File: config.mk
export PLATFORM = sky130hd
export DESIGN_NAME = cpu_host_loader
export DESIGN_NICKNAME = d
export VERILOG_FILES = /design/src/rtl/cpu_host_loader.sv
export SDC_FILE = /design/constraint.sdc
export NUM_CORES = 1
export LEC_CHECK = 0
export ABC_AREA = 0
export BUFFER_PORTS_ARGS = -buffer_cell sky130_fd_sc_hd__buf_4
export CORE_AREA = 5 5 184 186
export CTS_BUF_LIST = sky130_fd_sc_hd__clkbuf_8 sky130_fd_sc_hd__clkbuf_16
export DETAILED_ROUTE_END_ITERATION = 16
export DIE_AREA = 0 0 189 191
export PLACE_DENSITY = 0.49
export SLEW_MARGIN = 20
export SYNTH_ARGS = -nofsm -noshare
export SYNTH_HDL_FRONTEND = slang
export SYNTH_SLANG_ARGS = --single-unit
File: constraint.sdc
create_clock -name clk -period 3.8 [get_ports clk]
set_clock_uncertainty 0.2 [all_clocks]
set_input_delay 0.19 -clock clk [delete_from_list [all_inputs] [get_ports clk]]
set_output_delay 0.19 -clock clk [all_outputs]
set_load 0.01 [all_outputs]
File: src/rtl/cpu_host_loader.sv
// cpu_host_loader
//   Host-side controller for the CPU's external memory ports. A session
//   streams a program into IMEM and can optionally verify it. It then enables
//   the CPU for a fixed number of cycles and streams a window of DMEM back out.
//
//   Optional feature macro: LOADER_VERIFY_EN
//     defined   -> IMEM readback with XOR checksum compare, sticky `error`
//     undefined -> no verify states, `error` tied low
//
// Ports
//   clk, arst_n                  clock, asynchronous active-low reset
//   start                        begin a session (sampled only in IDLE)
//   prog_words/run_cycles/dump_words
//                                session counts, latched with `start`
//   in_valid/in_ready/in_data    32-bit program word stream
//   out_valid/out_ready/out_data 64-bit dump stream
//   addr_ext..rdata_ext          IMEM external port (1-cycle read latency)
//   addr_ext_2..rdata_ext_2      DMEM external port (read only)
//   cpu_enable                   CPU enable during RUN
//   busy, done, error            status (done is a one-cycle pulse)
module cpu_host_loader #(
  parameter int unsigned CNT_W = 16
) (
  input  logic             clk,
  input  logic             arst_n,
  input  logic             start,
  input  logic [CNT_W-1:0] prog_words,
  input  logic [CNT_W-1:0] run_cycles,
  input  logic [CNT_W-1:0] dump_words,
  input  logic             in_valid,
  output logic             in_ready,
  input  logic [31:0]      in_data,
  output logic             out_valid,
  input  logic             out_ready,
  output logic [63:0]      out_data,
  output logic [63:0]      addr_ext,
  output logic             wen_ext,
  output logic             ren_ext,
  output logic [31:0]      wdata_ext,
  input  logic [31:0]      rdata_ext,
  output logic [63:0]      addr_ext_2,
  output logic             wen_ext_2,
  output logic             ren_ext_2,
  output logic [63:0]      wdata_ext_2,
  input  logic [63:0]      rdata_ext_2,
  output logic             cpu_enable,
  output logic             busy,
  output logic             done,
  output logic             error
);

  typedef enum logic [3:0] {
    IDLE,
    LOAD,
`ifdef LOADER_VERIFY_EN
    VERIFY_RD,
    VERIFY_CMP,
`endif
    RUN,
    DUMP_RD,
    DUMP_WAIT,
    DUMP_OUT,
    DONE
  } state_t;

  state_t state, state_nx;

  logic [CNT_W-1:0] idx;
  logic [CNT_W-1:0] idx_inc;
  logic [CNT_W-1:0] prog_cnt;
  logic [CNT_W-1:0] run_cnt;
  logic [CNT_W-1:0] dump_cnt;
  logic [63:0]      out_data_q;
  logic             in_hs;
  logic             load_last;
  logic [63:0]      imem_addr;
  logic [63:0]      dmem_addr;

  assign idx_inc   = idx + 1'b1;
  assign in_hs     = (state == LOAD) && in_valid && (idx != prog_cnt);
  assign load_last = in_hs && (idx_inc == prog_cnt);
  assign imem_addr = {{(62-CNT_W){1'b0}}, idx, 2'b00};
  assign dmem_addr = {{(61-CNT_W){1'b0}}, idx, 3'b000};

`ifdef LOADER_VERIFY_EN
  logic [31:0] load_sum;
  logic [31:0] rb_sum;
  logic        error_q;
`endif

  // ---------------------------------------------------------------- state reg
  always_ff @(posedge clk or negedge arst_n) begin
    if (!arst_n) begin
      state <= IDLE;
    end else begin
      state <= state_nx;
    end
  end

  // ---------------------------------------------------------------- next state
  // Zero counts skip their phase outright, so a session with all counts zero
  // spends exactly one cycle in LOAD and then goes straight to DONE.
  state_t after_load;
  state_t after_run;

  always_comb begin
    after_run  = (dump_cnt != '0) ? DUMP_RD : DONE;
    after_load = (run_cnt != '0) ? RUN : after_run;
    state_nx   = state;
    unique case (state)
      IDLE: if (start) state_nx = LOAD;
      LOAD: begin
        if (prog_cnt == '0) begin
          state_nx = after_load;
        end else if (load_last) begin
`ifdef LOADER_VERIFY_EN
          state_nx = VERIFY_RD;
`else
          state_nx = after_load;
`endif
        end
      end
`ifdef LOADER_VERIFY_EN
      VERIFY_RD:  state_nx = VERIFY_CMP;
      VERIFY_CMP: state_nx = (idx_inc == prog_cnt) ? after_load : VERIFY_RD;
`endif
      RUN:        if (idx_inc == run_cnt) state_nx = after_run;
      DUMP_RD:    state_nx = DUMP_WAIT;
      DUMP_WAIT:  state_nx = DUMP_OUT;
      DUMP_OUT: begin
        if (out_ready) state_nx = (idx_inc == dump_cnt) ? DONE : DUMP_RD;
      end
      DONE:       state_nx = IDLE;
      default:    state_nx = IDLE;
    endcase
  end

  // ---------------------------------------------------------------- datapath
  // A single index serves every phase; it returns to zero on each phase exit.
  always_ff @(posedge clk or negedge arst_n) begin
    if (!arst_n) begin
      idx        <= '0;
      prog_cnt   <= '0;
      run_cnt    <= '0;
      dump_cnt   <= '0;
      out_data_q <= '0;
`ifdef LOADER_VERIFY_EN
      load_sum   <= '0;
      rb_sum     <= '0;
      error_q    <= 1'b0;
`endif
    end else begin
      unique case (state)
        IDLE: begin
          idx <= '0;
          if (start) begin
            prog_cnt <= prog_words;
            run_cnt  <= run_cycles;
            dump_cnt <= dump_words;
`ifdef LOADER_VERIFY_EN
            load_sum <= '0;
            rb_sum   <= '0;
            error_q  <= 1'b0;
`endif
          end
        end
        LOAD: begin
          if (in_hs) begin
            idx <= load_last ? '0 : idx_inc;
`ifdef LOADER_VERIFY_EN
            load_sum <= load_sum ^ in_data;
`endif
          end
        end
`ifdef LOADER_VERIFY_EN
        VERIFY_CMP: begin
          // rdata_ext holds the word addressed during the preceding VERIFY_RD.
          rb_sum <= rb_sum ^ rdata_ext;
          if (idx_inc == prog_cnt) begin
            idx <= '0;
            if (load_sum != (rb_sum ^ rdata_ext)) error_q <= 1'b1;
          end else begin
            idx <= idx_inc;
          end
        end
`endif
        RUN: idx <= (idx_inc == run_cnt) ? '0 : idx_inc;
        DUMP_WAIT: out_data_q <= rdata_ext_2;
        DUMP_OUT: begin
          if (out_ready) idx <= (idx_inc == dump_cnt) ? '0 : idx_inc;
        end
        default: ;
      endcase
    end
  end

  // ---------------------------------------------------------------- outputs
  always_comb begin
    in_ready   = 1'b0;
    out_valid  = 1'b0;
    addr_ext   = '0;
    wen_ext    = 1'b0;
    ren_ext    = 1'b0;
    wdata_ext  = '0;
    addr_ext_2 = '0;
    ren_ext_2  = 1'b0;
    cpu_enable = 1'b0;
    done       = 1'b0;
    busy       = (state != IDLE);
    unique case (state)
      LOAD: begin
        in_ready = (idx != prog_cnt);
        if (in_hs) begin
          wen_ext   = 1'b1;
          addr_ext  = imem_addr;
          wdata_ext = in_data;
        end
      end
`ifdef LOADER_VERIFY_EN
      VERIFY_RD: begin
        ren_ext  = 1'b1;
        addr_ext = imem_addr;
      end
`endif
      RUN:      cpu_enable = 1'b1;
      DUMP_RD: begin
        ren_ext_2  = 1'b1;
        addr_ext_2 = dmem_addr;
      end
      DUMP_OUT: out_valid = 1'b1;
      DONE:     done      = 1'b1;
      default: ;
    endcase
  end

  assign out_data    = out_data_q;
  assign wen_ext_2   = 1'b0;
  assign wdata_ext_2 = '0;

`ifdef LOADER_VERIFY_EN
  assign error = error_q;
`else
  assign error = 1'b0;
  logic unused_rdata;
  assign unused_rdata = ^rdata_ext;
`endif

endmodule

==> impl_metrics.yaml, run 1 <==
run_status:
  status: "complete, no violations"
power:
  power_mw: 7.67
  p_leak_nw: 5.73
  p_per_area_nw_per_um2: 630
  peakVddDrop_v: 0.000362
sta:
  setup-tns-final_ns: 0
  rsz0062_at_grt: "no"
  finalCriticalPeriod_ns: 3.42
  slew_headroom: 0.436
  slew_viol_final: 0
  max_freq_mhz: 292
  fin_ws_ns: 0.375
  setup_viol: 0
  hold_viol: 0
  fin_crit_sh: 0.901
  worst_pin_slew_ns: 0.846
global_routing:
  grt_pass1_wl_um: 42200
  antenna_found_initial: 0
  grt_pass1_vias: 7067
  grt_remaining_overflow: 0
  grt_max_degree: 61
  track_usage: 0.152
logic_synthesis:
  yosys.cell_types.count: 63
  synth.largest_area_cell: "dfrtp_1"
  synth_simple_gate_area_share: 0.143
  synth_top_family_by_area: "buffers and inverters"
  synthXorXnorAreaFrac: 0.0897
  yosys_warnings: 0
  synth_adder_area_share: 0.00150
  ys_ff_latch: 131
  synth_top_area_share: 0.392
  synth.most_common_cell: "buf_4"
  synth_compound_area_frac: 0.0433
  synthTopCellsByArea: "dfrtp_1 (39%), buf_4 (15%), mux2_2 (15%)"
  netlist_area_um2: 8360
  synth_mux_area_frac: 0.155
  syn_inst: 787
  synth-edff-count: 0
  async_reset_ff_frac: 1.00
  synth.avg_cell_area_um2: 10.6
  synth_common_cells: "buf_4 (171), dfrtp_1 (131), mux2_2 (114)"
  synth_ff_type: "dfrtp_1"
  ys_seq_area_frac: 0.392
place:
  dp_cells: 1466
  dpl.hpwl_um: 22100
  pre_cts_ws_ns: 0.436
  routabilityCongestion: 0.881
  io_buffer_count: 283
route:
  drt_wl_total_um: 28500
  ant_nets: 0
  dr.pass1.iters: 4
  dr.first_iter.drc_count: 217
  viasPerCell: 4.19
  num_vias: 6752
  drc: 0
  wl_per_cell_um: 17.7
setup_path:
  reg2regPathDepth: 10
  r2r_setup_slack_ns: 0.38
  crit_fanout: 9
  crit_path_cell_trace: "nand3_2 -> buf_4 -> nor2_1 -> xnor2_1 -> nand4_1 -> a311oi_1 -> nand3_1 -> o31a_1 -> nor3b_2 -> mux2_2"
  critPathArrivalTime_ns: 3.53
  r2r-start: "idx[2]"
  crit_required_ns: 3.90
  r2r_end: "state[0]"
  cp-end-kind: "flip-flop"
  start_kind: "flip-flop"
  critPathKind: "flip-flop to flip-flop"
  slowest_delay_ns: 0.69
  crit_slowest_cell: "dfrtp_1"
hold_path:
  hp-class: "primary input to flip-flop"
  hp-start: "start"
  min_to: "state[1]"
  hold_depth: 4
job:
  drv_cap: 0
clocking:
  cts.sinks: 131
  cts_buffers: 17
  clkTransAtPathRegs_ns: 0.07
  cts_max_level: 4
  cts_tree: "built"
  clk_latency_ns: 0.44
  root_buffer: "clkbuf_16"
  cts_buffer_depth: 2
floorplanning:
  fp.dieW_um: 189
  coreArea_um2: 32100
  ioPinCount: 479
  fp.dieH_um: 191
  start_util: 0.260
  die_area_um2: 36100
  rows: 66
cells_and_area:
  drive_above_1_share: 0.398
  fin_cells: 1612
  seqCellArea_um2: 3280
  final_util: 0.379
  multi_input_area_um2: 4240
  syn_to_final_growth_pct: 45.6
  nNetsFinal: 1372
  fill_cells: 3148
[worst max-delay path by stage]
stage	start	to	depth (start not counted)
floorplan	idx[1]	state[0]	10
global placement	idx[2]	idx[7]	12
detailed placement	idx[3]	state[0]	9
CTS	idx[3]	state[0]	9
global route	idx[3]	state[0]	10
finish	idx[2]	state[0]	10
[layout by cell type (no fill, tap or decap), types with 5 or more instances in the layout]
cell / n
buf_4: 310
conb_1: 163
dfrtp_1: 131
mux2_2: 114
dlygate4sd3_1: 113
and2_1: 64
xnor2_1: 39
xor2_1: 37
nand2_1: 28
nor2_1: 20
clkbuf_16: 17
nor4_1: 16
o21ai_0: 14
nand4_1: 11
nand3_1: 11
nor3_1: 8
inv_1: 7
a21oi_1: 6
clkinvlp_4: 5
inv_6: 5
[area by class of cell]
| cell class | instances | area share |
|---|---|---|
| clock inverters | 14 | 0.0127 |
| well taps | 408 | 0.0420 |
| repair buffers | 426 | 0.289 |
| multi-input cells | 608 | 0.348 |
| flip-flops and latches | 131 | 0.270 |
| inverters | 6 | 0.00185 |
| diodes | 1 | 0.000206 |
| clock buffers | 18 | 0.0361 |
[power breakdown]
| group | internal (mW) | total (mW) | switching (mW) |
|---|---|---|---|
| logic | 1.84 | 3.33 | 1.49 |
| clock network | 0.991 | 1.68 | 0.693 |
| registers | 2.03 | 2.65 | 0.614 |
| total | 4.87 | 7.67 | 2.80 |
[metal layers]
layer  up-vias  wire length [µm]  global-route usage  part of all wire
met3        35              2650              0.0522             0.093
met2       343             14000               0.260              0.49
met5         -                 0                   0                 0
met1      3205             11100               0.175              0.39
li1       3169                 -                   -                 -
met4         0               741              0.0583             0.026
[flip-flops by register name, indices dropped and copies added, names as in the netlist]
| signal | cells |
|---|---|
| out_data | 64 |
| dump_cnt | 16 |
| idx | 16 |
| prog_cnt | 16 |
| run_cnt | 16 |
| state | 3 |
[worst max-delay path: cells and delay by family (launching register included)]
family,cells,cell delay [ns]
XOR/XNOR,1,0.15
flip-flops,1,0.69
AND/OR/NAND/NOR,5,0.98
multiplexers,1,0.36
buffers and inverters,1,0.24
AO/OA/AOI/OAI,2,0.65
[timing repair]
item                      CTS  global route
setup buffers               0             0
hold buffers              113             0
hold endpoints to repair  170             0
gates resized for setup     0             0
[logic make-up after synthesis]
| group | after synthesis |
|---|---|
| buf+inv | 210 |
| simple gates | 197 |
| flops | 131 |
| mux | 115 |
| xor+xnor | 80 |
| compound gates | 52 |
| fa+ha+maj | 1 |
| other cells | 1 |
[stage by stage]
step	cell area, µm²	hold WS, ns
after floorplan	8960	-0.306
after global placement	10400	0.143
after global routing	12200	0.161
after detailed placement	10400	0.139
after CTS	12200	0.128
final	12200	0.143
No activity file was read; power rests on OpenSTA's default activity.
==> run 2: changes to the inputs <==
Settings changed: CELL_PAD_IN_SITES_DETAIL_PLACEMENT set to 1, CELL_PAD_IN_SITES_GLOBAL_PLACEMENT set to 1, CORE_AREA 5 5 184 186 to 5 5 186 188, DIE_AREA 0 0 189 191 to 0 0 191 193, PLACE_DENSITY 0.49 to 0.64.
==> run 2 against run 1 <==
Compared with the run above:
- count of clock-buffer cells in the layout is 1 lower
- first-iteration DRC count is 1.8% higher
- utilization is 0.70 points lower
- total power is 4.7% higher
- register-to-register slack hardly changed
- clock power is 15% higher
- global-route usage is 1.1 points higher
- cell count is 2.0% higher
- worst hold slack better by 0.012 ns
- sequential share of layout area is 0.18 points lower
- maximum frequency is 0.21% lower
==> impl_metrics.yaml, run 2 (synthesis gave the netlist of run 1 again) <==
setup_path:
  critPathArrivalTime_ns: 3.54
  crit_path_cell_trace: "ha_1 -> nand4_1 -> nor3_2 -> xnor2_1 -> xor2_1 -> nand3_1 -> o31a_1 -> nor3b_2 -> mux2_2"
  slowest_delay_ns: 0.42
  crit_family: "simple AND/OR/NAND/NOR gates"
  r2r-start: "idx[0]"
  crit_slowest_cell: "ha_1"
  critPathKind: "flip-flop to flip-flop"
  crit_required_ns: 3.90
  start_kind: "flip-flop"
  crit_start: "idx[0]"
  crit_buf_inv: 0
  cp-end-kind: "flip-flop"
  crit_fanout: 10
clocking:
  cts_tree: "built"
  ctsResizeCount: 0
  post_cts_buffers: 0
  cts_buffers: 17
  cts_buffer_depth: 2
  root_buffer: "clkbuf_16"
  clkTransAtPathRegs_ns: 0.06
  cts_hold_buf: 113
  cts.sinks: 131
  cts_max_level: 4
  clk_latency_ns: 0.42
place:
  routabilityCongestion: 0.828
  io_buffer_count: 283
  pre_cts_ws_ns: 0.353
  dpl.hpwl_um: 23400
route:
  viasPerCell: 4.13
  drt_wl_total_um: 31200
  drc: 0
  dr.first_iter.drc_count: 221
  num_vias: 6802
  ant_nets: 0
  dr.pass1.iters: 4
  wl_per_cell_um: 19.0
floorplanning:
  fp.dieH_um: 193
  fp.dieW_um: 191
  die_area_um2: 36900
  start_util: 0.254
  ioPinCount: 479
  rows: 67
  coreArea_um2: 32900
cells_and_area:
  seqCellArea_um2: 3280
  final_util: 0.372
  drive_above_1_share: 0.394
  multi_input_area_um2: 4240
  syn_to_final_growth_pct: 46.5
  nNetsFinal: 1364
  largest_reg_flops: 64
  mostFrequentLayoutCell: "buf_4"
  fill_cells: 3750
  final_cell_mix: "buf_4 (302), conb_1 (163), dfrtp_1 (131)"
sta:
  setup-tns-final_ns: 0
  worst_pin_slew_ns: 0.884
  hold_viol: 0
  max_freq_mhz: 291
  fin_crit_sh: 0.903
  fin_ws_ns: 0.368
  setup_viol: 0
  rsz0062_at_grt: "no"
  slew_viol_final: 0
  slew_headroom: 0.411
  finalCriticalPeriod_ns: 3.43
global_routing:
  grt_util_met1: 0.184
  grt_max_degree: 75
  antenna_found_initial: 4
  grt_use_met2: 0.291
  grt_use_met3: 0.0634
  grt_remaining_overflow: 0
  top_usage_layer: "met2"
  track_usage: 0.163
  grt_pass1_wl_um: 45700
  grt_pass1_vias: 7485
power:
  peakVddDrop_v: 0.000348
  p_leak_nw: 5.73
  p_per_area_nw_per_um2: 655
job:
  drv_cap: 0
hold_path:
  hp-class: "primary input to flip-flop"
  hp-start: "start"
run_status:
  status: "complete, no violations"
-- run 2: worst register-to-register path, cell delays in order (launching register included) --
cell and delay, ns:
dfrtp_1 0.35, ha_1 0.42, nand4_1 0.25, nor3_2 0.37, xnor2_1 0.27, xor2_1 0.28, nand3_1 0.15, o31a_1 0.40
nor3b_2 0.28, mux2_2 0.36
-- run 2: metrics by stage --
step	hold slack, ns	instances	power (mW)	instance area (µm²)
6_report	0.156	1645	8.02	12200
5_1_grt	0.178	1644	8.55	12200
4_1_cts	0.147	1642	8.10	12200
3_5_place_dp	0.111	1498	6.00	10400
3_3_place_gp	0.117	1498	5.91	10400
2_1_floorplan	-0.306	949	4.57	8960
-- run 2: area by class of cell --
cell class | instances | area share
clock inverters | 14 | 0.0203
multi-input cells | 608 | 0.346
repair buffers | 418 | 0.282
well taps | 448 | 0.0458
clock buffers | 17 | 0.0347
diodes | 3 | 0.000613
flip-flops and latches | 131 | 0.268
inverters | 6 | 0.00184
-- run 2: per-layer routing --
| metal | vias to the layer above | wire [µm] |
|---|---|---|
| li1 | 3142 | - |
| met1 | 3293 | 11700 |
| met2 | 346 | 15900 |
| met3 | 19 | 3220 |
| met4 | 2 | 325 |
| met5 | - | 13 |
-- run 2: worst paths after layout --
kind / end / slack, ns / cells past startpoint
worst max-delay path: state[0] / 0.37 / 9
worst min-delay path: state[1] / 0.16 / 4
worst max register to register: state[0] / 0.37 / 9
worst min register to register: out_data[29] / 0.31 / 1
max in group asynchronous: prog_cnt[9] / 2.32 / 3
min in group asynchronous: out_data[52] / 0.18 / 2
-- run 2: report_power, final --
group / switching (mW) / total (mW) / internal [mW]
Sequential: 0.612 / 2.65 / 2.03
Combinational: 1.59 / 3.44 / 1.85
Clock: 0.696 / 1.94 / 1.24
==> run 3: changes to the inputs <==
Settings changed: CORE_AREA 5 5 186 188 to 5 5 184 186, CTS_BUF_LIST sky130_fd_sc_hd__clkbuf_8 sky130_fd_sc_hd__clkbuf_16 to sky130_fd_sc_hd__clkbuf_8, DIE_AREA 0 0 191 193 to 0 0 189 191, PLACE_DENSITY 0.64 to 0.68.
Clock period 3.8 ns to 2.9 ns, I/O delays scaled along.
==> run 3 against run 2 <==
Compared with the run above:
- the run now ends with setup timing left
- combinational power is 67% higher
- critical endpoint is now idx[12]
- flip-flop and latch count unchanged
- count of clock-buffer cells in the layout unchanged
- final area rose by 10%
- setup slack worse by 0.65 ns
- highest routed layer unchanged
- utilization increased by 4.9 points
- wire length grew 13%
==> impl_metrics.yaml, run 3 (synthesis gave the netlist of run 1 again) <==
hold_path:
  hp-start: "out_ready"
  min_to: "state[0]"
  hold_depth: 4
  hp-class: "primary input to flip-flop"
sta:
  fin_ws_ns: -0.286
  fin_crit_sh: 1.10
  rsz0062_at_grt: "yes"
  worst_pin_slew_ns: 0.601
  max_freq_mhz: 314
  hold_viol: 0
  slew_headroom: 0.600
  finalCriticalPeriod_ns: 3.19
  holdWs_ns: 0.105
  setup_viol: 63
  slew_viol_final: 0
route:
  dr.pass1.iters: 4
  wl_per_cell_um: 20.7
  viasPerCell: 4.30
  ant_nets: 0
  dr.first_iter.drc_count: 274
  num_vias: 7299
  drc: 0
  drt_wl_total_um: 35200
setup_path:
  crit_path_cell_trace: "ha_4 -> nand4_1 -> nor4_2 -> buf_4 -> xnor2_1 -> o221ai_1 -> a211oi_1 -> nand4_1 -> a22oi_2 -> nor3b_4 -> buf_6 -> buf_12 -> nor3_2"
  cpMostUsedCell: "nand4_1"
  slowest_delay_ns: 0.43
  reg2regPathDepth: 13
  crit_family: "simple AND/OR/NAND/NOR gates"
  start_kind: "flip-flop"
  critPathArrivalTime_ns: 3.34
  crit_buf_inv: 3
  crit_fanout: 7
  r2r_setup_slack_ns: -0.29
  r2r-start: "idx[1]"
  critPathKind: "flip-flop to flip-flop"
  crit_required_ns: 3.05
  crit_slowest_cell: "dfrtp_1"
  r2r_end: "idx[12]"
  cp-end-kind: "flip-flop"
clocking:
  cts_buffer_depth: 2
  cts_buffers: 17
  cts_tree: "built"
  clkTransAtPathRegs_ns: 0.10
  cts_max_level: 4
  root_buffer: "clkbuf_8"
  cts.sinks: 131
  clk_latency_ns: 0.48
floorplanning:
  ioPinCount: 479
  fp.dieW_um: 189
  fp.dieH_um: 191
  rows: 66
  start_util: 0.260
  die_area_um2: 36100
  coreArea_um2: 32100
place:
  routabilityCongestion: 0.859
  io_buffer_count: 283
  dpl_cell_area_um2: 10900
  dpl.hpwl_um: 24300
power:
  p_leak_nw: 6.39
  switching_share: 0.394
  clkPwrFrac: 0.146
  p_per_area_nw_per_um2: 805
  p_int_mw: 6.59
  p_comb_frac: 0.529
  p_switching_mw: 4.29
  peakVddDrop_v: 0.000393
  sequentialPowerShare: 0.325
global_routing:
  grt_pass1_wl_um: 49500
  grt_remaining_overflow: 0
  grt_pass1_vias: 8079
  grt_max_degree: 75
  antenna_found_initial: 2
  track_usage: 0.178
run_status:
  status: "finished with violations"
  violations: "setup timing"
cells_and_area:
  final_area_um2: 13500
  mostFrequentLayoutCell: "buf_4"
  drive_above_1_share: 0.507
  largest_reg_flops: 64
  syn_to_final_growth_pct: 61.8
  final_cell_mix: "buf_4 (312), conb_1 (163), dfrtp_1 (127)"
  nNetsFinal: 1458
  seqCellArea_um2: 3280
  fill_cells: 3528
  multi_input_area_um2: 4720
job:
  drv_cap: 0
-- run 3: cell types whose count changed in the layout (fill, tap and decap cells not counted), sizes merged --
cell and delta:
nand3 +1, inv +4, buf +87, bufinv -5, clkinvlp +3, dlygate4sd3 +2, clkinv -1, diode -2
clkbuf +4
-- run 3: what timing repair did --
item	4_1_cts	5_1_grt
hold buffers	116	0
endpoints found under the setup margin	107	116
pin swaps	21	51
cloned	3	6
resized for setup	57	132
endpoints found under the hold margin	245	0
buffers inserted	13	19
-- run 3: layout make-up --
cell class,count,share of cell area
clock inverter,15,0.0107
timing repair buffer,511,0.340
multi-input combinational,609,0.349
tap,408,0.0377
clock buffer,17,0.0173
sequential,131,0.243
antenna,1,0.000185
inverter,6,0.00167
-- run 3: stage by stage --
stage,total power [mW],std cells,setup TNS (ns),worst slack [ns],utilization
6_report,10.9,1698,-7.02,-0.286,0.421
5_1_grt,11.5,1698,-17.34,-0.408,0.421
4_1_cts,10.4,1676,-1.21,-0.0851,0.400
3_5_place_dp,8.16,1513,-6.39,-0.348,0.338
3_3_place_gp,8.01,1513,-3.86,-0.259,0.338
2_1_floorplan,6.00,949,0,0.0101,-
-- run 3: worst register-to-register path, delay by kind of cell, from the launching register on --
kind / cells / cell delay [ns]
AO/OA/AOI/OAI: 3 / 0.63
AND/OR/NAND/NOR: 5 / 1.00
XOR/XNOR: 1 / 0.13
flip-flops: 1 / 0.43
buffers and inverters: 3 / 0.43
adder cells (fa/ha/maj): 1 / 0.26
-- run 3: per-layer routing --
layer  vias up  GRT usage  wire length (µm)
li1       3329          -                 -
met1      3603      0.194             12500
met2       343      0.337             19100
met3        22     0.0645              3180
met4         2     0.0314               370
met5         -          0                 7
-- run 3: worst max path at each step --
stage	depth (start not counted)	slack, ns	endpoint	from
2_1_floorplan	10	0.01	state[0]	idx[1]
3_3_place_gp	10	-0.26	idx[0]	idx[0]
3_5_place_dp	10	-0.35	idx[0]	idx[0]
4_1_cts	14	-0.09	idx[4]	idx[0]
5_1_grt	13	-0.41	idx[3]	idx[0]
6_report	13	-0.29	idx[12]	idx[1]
-- run 3: power by group through the flow --
stage / clock network (mW) / logic, mW / registers, mW
floorplan: 0 / 2.56 / 3.44
global placement: 0 / 4.58 / 3.44
detailed placement: 0 / 4.68 / 3.47
CTS: 1.63 / 5.27 / 3.48
global route: 1.71 / 6.17 / 3.65
finish: 1.59 / 5.76 / 3.53
